<file path="src/rtl/fixed_point_accumulator.sv">
// Fixed-point group accumulator. Sums NumTerms consecutive signed products,
// then rounds half-up, shifts right by FracBits and saturates to OutWidth.
// The result sits in a registered valid/ready output stage. While a result
// is held, the input ready follows the downstream ready, so the next group
// can start on the same cycle the held result is consumed.
module fixed_point_accumulator #(
    parameter int InWidth  = 32,
    parameter int OutWidth = 16,
    parameter int FracBits = 8,
    parameter int NumTerms = 3
) (
    input  logic                clk_i,
    input  logic                reset_i,
    input  logic                valid_i,
    input  logic [InWidth-1:0]  prod_i,
    output logic                ready_o,
    output logic                valid_o,
    output logic [OutWidth-1:0] sum_o,
    output logic                sat_o,
    input  logic                ready_i
);

    // Sized so that summing NumTerms products plus the rounding constant
    // cannot overflow.
    localparam int AccWidth = InWidth + $clog2(NumTerms + 1) + 1;
    localparam int CntWidth = $clog2(NumTerms + 1);

    localparam logic signed [AccWidth-1:0] MaxV =
        {{(AccWidth-OutWidth+1){1'b0}}, {(OutWidth-1){1'b1}}};
    localparam logic signed [AccWidth-1:0] MinV =
        {{(AccWidth-OutWidth+1){1'b1}}, {(OutWidth-1){1'b0}}};

    typedef enum logic {ACCUM, OUT} state_t;

    state_t                     r_state, w_state_nx;
    logic signed [AccWidth-1:0] r_acc, w_acc_nx;
    logic [CntWidth-1:0]        r_count, w_count_nx;
    logic [OutWidth-1:0]        r_sum, w_sum_nx;
    logic                       r_sat, w_sat_nx;

    logic                       w_accept;
    logic                       w_last;
    logic signed [AccWidth-1:0] w_term;
    logic signed [AccWidth-1:0] w_total;
    logic signed [AccWidth-1:0] w_round;
    logic [OutWidth-1:0]        w_sum;
    logic                       w_sat;

    // Ready is forced low during reset; while a result is held it is the
    // downstream ready, so a term is only taken when the slot frees up.
    assign ready_o  = reset_i && ((r_state == ACCUM) || ready_i);
    assign valid_o  = (r_state == OUT);
    assign sum_o    = r_sum;
    assign sat_o    = r_sat;

    assign w_accept = valid_i && ready_o;
    assign w_last   = (r_count == CntWidth'(NumTerms - 1));
    assign w_term   = {{(AccWidth-InWidth){prod_i[InWidth-1]}}, prod_i};
    // After a group closes, r_acc/r_count are already zero, so a term taken
    // in OUT naturally becomes term 0 of the next group.
    assign w_total  = r_acc + w_term;

    generate
        if (FracBits > 0) begin : g_round
            localparam logic signed [AccWidth-1:0] RndConst =
                AccWidth'(1) << (FracBits - 1);
            logic signed [AccWidth-1:0] w_biased;
            assign w_biased = w_total + RndConst;
            assign w_round  = w_biased >>> FracBits;
        end else begin : g_noround
            assign w_round = w_total;
        end
    endgenerate

    // Clamp the rounded sum into the signed OutWidth range.
    always_comb begin
        w_sum = w_round[OutWidth-1:0];
        w_sat = 1'b0;
        if (w_round > MaxV) begin
            w_sum = {1'b0, {(OutWidth-1){1'b1}}};
            w_sat = 1'b1;
        end else if (w_round < MinV) begin
            w_sum = {1'b1, {(OutWidth-1){1'b0}}};
            w_sat = 1'b1;
        end
    end

    // Next-state: consume a held result, then fold in any accepted term.
    always_comb begin
        w_state_nx = r_state;
        w_acc_nx   = r_acc;
        w_count_nx = r_count;
        w_sum_nx   = r_sum;
        w_sat_nx   = r_sat;
        if (r_state == OUT && ready_i) begin
            w_state_nx = ACCUM;
        end
        if (w_accept) begin
            if (w_last) begin
                w_acc_nx   = '0;
                w_count_nx = '0;
                w_sum_nx   = w_sum;
                w_sat_nx   = w_sat;
                w_state_nx = OUT;
            end else begin
                w_acc_nx   = w_total;
                w_count_nx = r_count + 1'b1;
            end
        end
    end

    // State and datapath registers with synchronous active-low reset.
    always_ff @(posedge clk_i) begin
        if (!reset_i) begin
            r_state <= ACCUM;
            r_acc   <= '0;
            r_count <= '0;
            r_sum   <= '0;
            r_sat   <= 1'b0;
        end else begin
            r_state <= w_state_nx;
            r_acc   <= w_acc_nx;
            r_count <= w_count_nx;
            r_sum   <= w_sum_nx;
            r_sat   <= w_sat_nx;
        end
    end

endmodule

</file>
<file path="config.mk">
export PLATFORM = sky130hd
export DESIGN_NAME = fixed_point_accumulator
export DESIGN_NICKNAME = d
export VERILOG_FILES = /design/src/rtl/fixed_point_accumulator.sv
export SDC_FILE = /design/constraint.sdc
export NUM_CORES = 1
export LEC_CHECK = 0
export ABC_AREA = 1
export CORE_UTILIZATION = 50
export DETAILED_ROUTE_END_ITERATION = 6
export PLACE_DENSITY = 0.81
export SLEW_MARGIN = 20
export SYNTH_ARGS = -nofsm -noshare
export SYNTH_HDL_FRONTEND = slang
export SYNTH_SLANG_ARGS = --single-unit
export TNS_END_PERCENT = 10
</file>
<file path="constraint.sdc">
create_clock -name clk_i -period 6.05 [get_ports clk_i]
set_input_delay 0.9075 -clock clk_i [delete_from_list [all_inputs] [get_ports clk_i]]
set_output_delay 0.9075 -clock clk_i [all_outputs]
set_load 0.1 [all_outputs]
</file>
## Word-level counts from Yosys, hierarchy flattened

Index checks and enable logic that the tools add are counted.

| word-level totals | value |
|---|---|
| flip-flop bits (word level) | 55 |
| bits in latches | 0 |
| bits in writable memories | 0 |
| memory bits (read-only) | 0 |
| bits of input ports | 36 |
| memories | 0 |

| operators by class | value |
|---|---|
| add/subtract/negate cells | 3 |
| multipliers | 0 |
| div/mod/pow operators | 0 |
| magnitude comparators | 2 |
| equality and inequality tests | 1 |
| shifts and indexed selects | 0 |
| muxes and demuxes | 9 |
| bitwise gates (word level) | 1 |
| reduce and logical (&&, ||, !) cells | 5 |

Operators by type and width:

| cell | number |
|---|---|
| $add A35 B32 Y35 | 1 |
| $add A35 B9 Y35 const B | 1 |
| $mux W35 | 1 |
| $mux W16 | 2 |
| $gt A27 B16 Y1 const B | 1 |
| $lt A27 B16 Y1 const B | 1 |
| $mux W1 | 5 |
| $logic_and A1 B1 Y1 | 3 |
| $add A2 B1 Y2 const B | 1 |
| $eq A2 B2 Y1 const B | 1 |
| $mux W2 | 1 |
| $reduce_and A2 Y1 | 1 |
| $logic_or A1 B1 Y1 | 1 |
| $not A1 Y1 | 1 |

## Depth between registers and ports, before layout

Gate-level depths: netlist of run 1.

| logic depth | value |
|---|---|
| depth in word-level cells | 5 |
| gate-level depth with buffers | 28 |
| mapped depth without buffers | 27 |

## Worst setup path before layout of run 1

Ideal clock, no wire load.

| timing path | value |
|---|---|
| path type | input -> register |
| start point | in reset_i |
| end point | reg r_sum[10] (netlist: sum_o[10]) |
| arrival time | 3.879 ns |
| required time | 5.981 ns |
| setup slack | 2.103 ns |
| stages on the path | 10 |
| buffers on the path | 2 |
| path through | clkbuf_1 > inv_1 > a21oi_1 > nand2_1 > inv_1 > nand2_1 > inv_1 > clkbuf_1 > o21ai_0 > a21oi_2 |

| on the way | value |
|---|---|
| word-level cells in the longest chain between the ends | 3 |

Ends and longest elaborated chain:

| element | RTL line | RTL |
|---|---|---|
| start, declared | 13 | `input logic reset_i,` |
| $logic_and A1 B1 Y1 | 51 | `assign ready_o = reset_i && ((r_state == ACCUM) \|\| ready_i);` |
| via ready_o | 16 | `output logic ready_o,` |
| $logic_and A1 B1 Y1 | 56 | `assign w_accept = valid_i && ready_o;` |
| $reduce_and A2 Y1 (no line) | n/a |  |
| end signal, assigned | 124 | `r_sum <= w_sum_nx;` |
| end, declared | 38 | `logic [OutWidth-1:0] r_sum, w_sum_nx;` |

The timed path passes the listed nets, and every way through them passes these cells.
A chain may end at the register's enable or synchronous reset.

## Final worst setup path of run 1

| timing path | value |
|---|---|
| start point | in prod_i[0] |
| end point | reg r_sum[3] (netlist: sum_o[3]) |

| on the way | value |
|---|---|
| word-level cells in the longest chain between the ends | 5 |
| elaborated cells on any way between the ends | 6 |
| classes of those cells | add/sub: 2; order compare: 2; mux: 2 |

Ends and longest elaborated chain:

| element | RTL line | RTL |
|---|---|---|
| start, declared | 15 | `input logic [InWidth-1:0] prod_i,` |
| $add A35 B32 Y35 * | 61 | `assign w_total = r_acc + w_term;` |
| $add A35 B9 Y35 * | 68 | `assign w_biased = w_total + RndConst;` |
| $lt A27 B16 Y1 | 82 | `end else if (w_round < MinV) begin` |
| $mux W16 | 82 |  |
| $mux W16 * | 79 | `if (w_round > MaxV) begin` |

Every way passes the cells marked *; elsewhere a longest branch is shown, timed or not.

==> metrics, run 1 <==
status=complete, but fails checks; failing checks=DRC; worst-path maximum fanout=15; Total Power=0.001403 W; Hold Path Stages=1; Worst Max-Slew Pin Slew=985.4 ps; Final Cycle Share=75.38%; number of setup violations in the final report=0; Synth Cell Area=6031 um^2; Worst R2R End=sum_o[3]$_SDFFE_PN0P_; first-pass GRT wire length=29.15 mm; Final ANT Viol Nets=0; Syn Nets=1157; Total Wirelength=17.63 mm; clk buf depth=2; core area=11560 um^2; relative slew slack=34.10%; area leader, netlist=nand2_1; Initial DRC Count=504; Sum Neg Setup Slack=0 ps; synth warn=0; Die Wd=111.8 um; share of layout cells above drive strength 1=8.201%; Routed WL per cell=13.80 um; buffer count from post-CTS setup fixing=0; PortBufs=54; Total Routing Usage GR=29.36%; FF-to-FF path depth=21; Initial Utilization=52.15%; Worst VDD drop=0.1392 mV; antenna violations before repair=0; antenna fix cells=0; hold path start=r_count[1]$_SDFFE_PN0P_; Final Hold Viols=0; Vias=6666; Post-CTS Resized=0; cts hold-fix bufs=0; R2R setup slack=2190 ps; root cell of the clock tree=clkbuf_16; synth cell count leaders=431 x nand2_1, 161 x inv_1, 83 x nor2_1; H-tree levels=2; Max Slew Vio Count=0; Syn-to-layout area delta=13.38%; Max Clk Rate=219.3 MHz; estimated wirelength of the detail-placed design=14.32 mm; ys flop type=dfxtp_1; Crit. End Element=register; Worst-path clk slew=80 ps; minimum clock period=4561 ps; CTS tree=yes; sequential share of the synthesized area=18.26%; Hold/Removal Path Class=reg2reg; Min-Delay Endpoint=r_count[0]$_SDFFE_PN0P_; GRT overflow=0; Placer Congestion=1.022; critical path type=in2reg; RSZ-0062 raised after global routing=false; largest net degree at the start of global routing=31; vias in the first global route=6131; Skew-Pair Late Insertion Delay=320 ps; num ports=55; PD cells=205.1 nW/um^2; placed cell count=1269; Synth cell types=40; Data arrival, critical path=4740 ps; top cell type's share of synthesized area=26.83%; Max-cap violations=0; CTS Buf Count=5; most frequent cell after synthesis=nand2_1; mean number of vias per cell=5.220; Post-Layout Cell Count=1277; Post-synth EDFFs=0; row cnt=39; LEAKAGE=3.578 nW; DRC Markers=5; ys async rst share=0%; count of state elements after synthesis=55; total iterations of the first detailed-routing run=7; Worst setup SP type=primary input; clock sinks=55; Critical R2R Launch=r_acc[0]$_SDFFE_PN0P_; Req. time, crit path=6230 ps; Syn Area/Cell=5.558 um^2; Nets=1205; DIE HEIGHT=111.8 um; Final Skew=9.831 ps; die area=12500 um^2; Cells after Synth=1085; synth top area cells=nand2_1 27%, dfxtp_1 18%, inv_1 10%, ha_1 7.3%, nand3_1 6.5%
flip-flops by register name, indices dropped and copies added (netlist names):
signal,count
r_acc,35
sum_o,16
r_count,2
sat_o,1
valid_o,1
cell families after synthesis:
logic type / count (synthesis) / share of synthesized area (%)
xor+xnor: 20 / 3.216
simple gates: 679 / 48.76
compound gates: 101 / 9.585
fa+ha+maj: 36 / 7.593
flops: 55 / 18.26
buf+inv: 194 / 12.59
per-layer routing:
| layer | global-route usage, % | routed length [um] | vias up |
|---|---|---|---|
| met2 | 48.28 | 7822 | 226 |
| li1 | - | - | 3475 |
| met3 | 3.919 | 1150 | 51 |
| met4 | 14.59 | 752 | 0 |
| met1 | 37.65 | 7900 | 2914 |
| met5 | 0 | 0 | - |
through the flow:
step | util, % | cell area, um^2 | setup WS, ps | hold WS [ps]
6_report | 59.13 | 6838 | 1489 | 440.5
5_1_grt | 59.13 | 6838 | 1004 | 460.0
4_1_cts | 59.13 | 6838 | 1496 | 443.2
3_5_place_dp | 57.81 | 6685 | 1179 | 432.4
3_3_place_gp | 57.81 | 6685 | 1280 | 428.0
2_1_floorplan | - | 6031 | 2103 | 423.1
area by class of cell:
type                       count  area, um^2
fill                        1177        4727
multi-input combinational    836        4173
sequential                    55        1101
inverter                     177       664.4
timing repair buffer          58       568.0
tap                          143       178.9
clock buffer                   5       125.1
clock inverter                 3       27.53
where the power goes:
group | internal (W) | total [W] | switching [W]
registers | 0.000388 | 0.000403 | 0.0000152
logic | 0.000214 | 0.000676 | 0.000461
clock network | 0.000159 | 0.000324 | 0.000165
total | 0.000761 | 0.00140 | 0.000641
how the worst max path moves through the flow:
stage	depth (start not counted)	from	slack (ps)	end
2_1_floorplan	10	reset_i	2100	sum_o[10]$_SDFFE_PN0P_
3_3_place_gp	24	prod_i[0]	1280	sum_o[4]$_SDFFE_PN0P_
3_5_place_dp	24	prod_i[0]	1180	sum_o[2]$_SDFFE_PN0P_
4_1_cts	24	prod_i[0]	1500	sum_o[4]$_SDFFE_PN0P_
5_1_grt	24	prod_i[0]	1000	sum_o[3]$_SDFFE_PN0P_
6_report	22	prod_i[0]	1490	sum_o[3]$_SDFFE_PN0P_
layout by cell type (no fill, tap or decap), types with 2 or more instances in the layout:
master           count
dfxtp_1             55
buf_4                5
ha_1                35
xnor2_1              3
nor3_1               6
and2_1               4
o21ai_0             26
nand3_1             78
nand3_2              6
a21oi_2             10
inv_2               14
nor2_2              15
a21oi_1             55
nand3b_1             2
xor2_1              16
o31ai_1              2
nor2_4               4
clkinv_1             2
clkdlybuf4s50_1     53
a32o_1               2
o21bai_1             2
nor2_1              82
or2_4                2
nand4_1             22
inv_1              161
nand2_2             22
clkbuf_16            5
nand2_1            431
worst max-delay path, stage by stage:
cell and delay (ps):
clkdlybuf4s50_1 410, ha_1 270, fa_1 440, nand3_1 140
nand3_1 160, nand2_1 120, nand2_1 90, nand2_1 70
nand2_1 80, inv_1 100, ha_1 210, nand3_1 170
nor2_4 170, nand3_1 130, nor2_2 160, nand4_1 90
nand2_1 110, nand2_1 50, nor2_1 110, nand3_1 150
a21oi_4 490, a21oi_1 120
Note: power is estimated with default switching activity, not from simulation.
==> inputs of run 2 (changes only) <==
Clock period 6.05 ns to 4.65 ns, I/O delays scaled along.
==> metrics, run 2 (synthesis gave the netlist of run 1 again) <==
Total Routing Usage GR=29.69%; number of setup violations in the final report=0; PD cells=267.2 nW/um^2; DRC Markers=5; H-tree levels=2; DIE HEIGHT=111.8 um; most common cell after layout, fill and taps aside=nand2_1; routing usage on met3=3.974%; Min-Delay Endpoint=r_count[0]$_SDFFE_PN0P_; hold_ws=461.6 ps; Routed WL per cell=14.12 um; minimum clock period=4189 ps; failing checks=DRC; most frequent cells in the layout=431 x nand2_1, 161 x inv_1, 82 x nor2_1, 78 x nand3_1; Hold Path Stages=1; clk buf depth=2; root cell of the clock tree=clkbuf_16; share of layout cells above drive strength 1=8.363%; vias in the first global route=6215; PortBufs=54; num ports=55; hold path start=r_count[1]$_SDFFE_PN0P_; Post-CTS Resized=0; die area=12500 um^2; worst-path maximum fanout=16; first-pass GRT wire length=29.63 mm; pre-CTS setup slack=162.3 ps; R2R setup slack=950 ps; Vias=6709; Nets=1207; met2 usage=51.22%; GR peak layer=met2; GRT overflow=0; Final ANT Viol Nets=0; antenna violations before repair=0; LEAKAGE=3.591 nW; core area=11560 um^2; Critical R2R Launch=r_acc[0]$_SDFFE_PN0P_; GR Layer Usage met1=36.92%; FF-to-FF path depth=25; Final Cell Area=6865 um^2; Final Skew=10.18 ps; Sum Neg Setup Slack=0 ps; critical path type=in2reg; Worst VDD drop=0.1765 mV; Core Util, Final=59.36%; antenna fix cells=0; total iterations of the first detailed-routing run=7; fill cell count=1172; Syn-to-layout area delta=13.84%; Final Hold Viols=0; estimated wirelength of the detail-placed design=14.69 mm; mean number of vias per cell=5.246; Crit. End Element=register; Data arrival, critical path=4410 ps; Max Clk Rate=238.7 MHz; Total Wirelength=18.06 mm; Initial DRC Count=446; Final Cycle Share=90.08%; max reg flops=35; row cnt=39; clock sinks=55; buffer count from post-CTS setup fixing=0; CTS tree=yes; Max Slew Vio Count=0; RSZ-0062 raised after global routing=false; status=complete, but fails checks; largest net degree at the start of global routing=31; Req. time, crit path=4870 ps; Hold/Removal Path Class=reg2reg; Die Wd=111.8 um; Worst Max-Slew Pin Slew=1000 ps; Worst R2R End=sat_o$_SDFFE_PN0P_; Initial Utilization=52.15%; cts hold-fix bufs=0; Skew-Pair Late Insertion Delay=320 ps; CTS Buf Count=5; dpl cell area=6713 um^2; Max-cap violations=0; post-route worst setup slack=461.2 ps; Placer Congestion=0.9542; Worst-path clk slew=80 ps; Worst setup SP type=primary input; Largest Register=r_acc; relative slew slack=33.12%
run 2: cell types whose count changed in the layout (fill, tap and decap cells not counted):
cell,change
buf_12,+1
buf_4,+1
run 2: critical path, stage by stage:
cell	delay, ps
clkdlybuf4s50_1	400
ha_1	260
fa_1	430
nand3_1	120
nand3_1	160
nand2_1	120
nand2_1	100
nand2_1	70
nand2_1	80
inv_1	100
ha_1	220
nand3_1	190
nor2_4	180
nand3_1	140
nor2_2	170
nand3_1	80
nand2_1	60
nand2_1	70
nor2_1	90
nand2_1	60
nor2_1	80
nand2_1	90
nand2_4	200
nand3_1	110
nand2_1	70
inv_1	30
run 2: power breakdown:
group / leakage (nW) / total [W] / internal [W] / switching (W)
combinational: 3.07 / 0.000888 / 0.000280 / 0.000608
sequential: 0.449 / 0.000526 / 0.000505 / 0.0000206
clock: 0.0723 / 0.000421 / 0.000207 / 0.000214
total: 3.59 / 0.00183 / 0.000992 / 0.000843
run 2: per-stage QoR:
| step | instances | total power [W] |
|---|---|---|
| detailed placement | 1271 | 0.001409 |
| floorplan | 1085 | 0.001194 |
| global route | 1279 | 0.001957 |
| finish | 1279 | 0.001834 |
| CTS | 1279 | 0.001828 |
| global placement | 1271 | 0.001399 |
run 2: worst max path at each step:
| stage | from | to | slack [ps] | depth (start not counted) |
|---|---|---|---|---|
| 5_1_grt | prod_i[0] | sum_o[3]$_SDFFE_PN0P_ | 3 | 25 |
| 4_1_cts | prod_i[0] | sat_o$_SDFFE_PN0P_ | 470 | 26 |
| 3_3_place_gp | prod_i[0] | sat_o$_SDFFE_PN0P_ | 320 | 26 |
| 2_1_floorplan | reset_i | sum_o[10]$_SDFFE_PN0P_ | 910 | 10 |
| 3_5_place_dp | prod_i[0] | sat_o$_SDFFE_PN0P_ | 160 | 26 |
| 6_report | prod_i[0] | sat_o$_SDFFE_PN0P_ | 460 | 26 |
run 2: final cells by class:
| cell class | count | area, um^2 | area share [%] |
|---|---|---|---|
| multi-input cells | 836 | 4173 | 60.78 |
| flip-flops and latches | 55 | 1101 | 16.04 |
| inverters | 177 | 664.4 | 9.677 |
| repair buffers | 60 | 595.6 | 8.675 |
| well taps | 143 | 178.9 | 2.606 |
| clock buffers | 5 | 125.1 | 1.822 |
| clock inverters | 3 | 27.53 | 0.4009 |
run 2: routing by layer:
metal / vias to the layer above / wire (um)
li1: 3471 / -
met1: 2969 / 8193
met2: 220 / 8129
met3: 49 / 1058
met4: 0 / 680
met5: - / 0
==> inputs of run 3 (changes only) <==
Settings changed: CELL_PAD_IN_SITES_DETAIL_PLACEMENT from default to 1, CELL_PAD_IN_SITES_GLOBAL_PLACEMENT from default to 1, CORE_UTILIZATION 50 to 40, PLACE_DENSITY 0.81 to 0.77.
==> metrics, run 3 (synthesis gave the netlist of run 1 again) <==
Worst VDD drop=0.1440 mV; GRT overflow=0; Crit. End Element=register; most frequent cells in the layout=431 x nand2_1, 161 x inv_1, 82 x nor2_1, 78 x nand3_1; pre-CTS setup slack=179.7 ps; relative slew slack=33.96%; most common cell after layout, fill and taps aside=nand2_1; hold_ws=452.4 ps; post-route worst setup slack=459.4 ps; first-pass GRT wire length=34.32 mm; status=complete, but fails checks; Sum Neg Setup Slack=0 ps; Worst-path clk slew=80 ps; cts hold-fix bufs=0; RSZ-0062 raised after global routing=false; antenna violations before repair=0; CTS tree=yes; Max Slew Vio Count=0; Worst setup SP type=primary input; DIE HEIGHT=124.8 um; PortBufs=54; largest net degree at the start of global routing=40; FF-to-FF path depth=23; Largest Register=r_acc; Total Routing Usage GR=27.96%; Final ANT Viol Nets=0; H-tree levels=2; Data arrival, critical path=4430 ps; total iterations of the first detailed-routing run=7; LEAKAGE=3.599 nW; die area=15570 um^2; Die Wd=124.8 um; clock sinks=55; number of setup violations in the final report=0; failing checks=DRC; buffer count from post-CTS setup fixing=0; Syn-to-layout area delta=14.73%; Placer Congestion=0.9389; minimum clock period=4191 ps; Hold Path Stages=1; Skew-Pair Late Insertion Delay=320 ps; antenna fix cells=0; Routed WL per cell=15.76 um; Initial Utilization=41.18%; DRC Markers=20; Final Cycle Share=90.12%; CTS Buf Count=5; Post-CTS Resized=0; Initial DRC Count=364; Final Hold Viols=0; Final Skew=6.794 ps; Hold/Removal Path Class=reg2reg; PD cells=267.3 nW/um^2; Worst Max-Slew Pin Slew=987.6 ps; core area=14640 um^2; vias in the first global route=6745; estimated wirelength of the detail-placed design=17.50 mm; mean number of vias per cell=5.072; row cnt=44; Total Wirelength=20.83 mm; root cell of the clock tree=clkbuf_16; Max Clk Rate=238.6 MHz; max reg flops=35; Vias=6705; clk buf depth=2; Max-cap violations=0; critical path type=in2reg; Req. time, crit path=4890 ps; Core Util, Final=47.25%; worst-path maximum fanout=16; num ports=55; share of layout cells above drive strength 1=8.524%; Nets=1209
[run 3: changes by cell type in the layout (fill, tap and decap cells not counted), sizes merged]
| cell | change |
|---|---|
| clkinv | +1 |
| inv | -1 |
| buf | +2 |
[run 3: final timing paths]
| path | end | startpoint | slack, ps |
|---|---|---|---|
| max | sum_o[4]$_SDFFE_PN0P_ | prod_i[0] | 460 |
| min reg2reg | r_count[0]$_SDFFE_PN0P_ | r_count[1]$_SDFFE_PN0P_ | 450 |
| min | r_count[0]$_SDFFE_PN0P_ | r_count[1]$_SDFFE_PN0P_ | 450 |
| max reg2reg | sum_o[4]$_SDFFE_PN0P_ | r_acc[0]$_SDFFE_PN0P_ | 950 |
[run 3: power breakdown]
part / internal (W) / switching (W) / leakage [nW]
combinational: 0.000283 / 0.000630 / 3.08
clock: 0.000205 / 0.000207 / 0.0719
sequential: 0.000505 / 0.0000201 / 0.449
total: 0.000993 / 0.000857 / 3.60
[run 3: final cells by class]
type / count / area, um^2
clock inverter: 3 / 27.53
fill: 2151 / 7725
tap: 184 / 230.2
multi-input combinational: 836 / 4173
clock buffer: 5 / 125.1
sequential: 55 / 1101
inverter: 177 / 664.4
timing repair buffer: 62 / 598.1
[run 3: worst max-delay path, cell delays in order]
cell,delay (ps)
clkdlybuf4s50_1,400
ha_1,270
fa_1,450
nand3_1,130
nand3_1,140
nand2_1,110
nand2_1,80
nand2_1,140
nand3_1,100
nand2_2,180
inv_2,60
nor2_1,200
nand2_1,80
nor2_1,270
nand3_1,130
nand2_1,120
nand2_1,60
nor2_1,120
nand2_1,60
nor2_1,80
nand2_1,90
nand2_4,200
nand2_1,100
a21oi_1,160
[run 3: through the flow]
step / cell area (um^2) / total power, W / std cells
global route: 6919 / 0.001991 / 1322
detailed placement: 6766 / 0.001443 / 1314
floorplan: 6031 / 0.001194 / 1085
CTS: 6919 / 0.001870 / 1322
finish: 6919 / 0.001850 / 1322
global placement: 6766 / 0.001429 / 1314
[run 3: layer usage]
metal / up-vias / part of all wire, % / GRT usage, % / wire [um]
li1: 3479 / - / - / -
met1: 3099 / 48 / 35.93 / 9898
met2: 97 / 47 / 48.05 / 9811
met3: 30 / 2.7 / 3.351 / 556
met4: 0 / 2.7 / 9.659 / 562
met5: - / 0 / 0 / 0
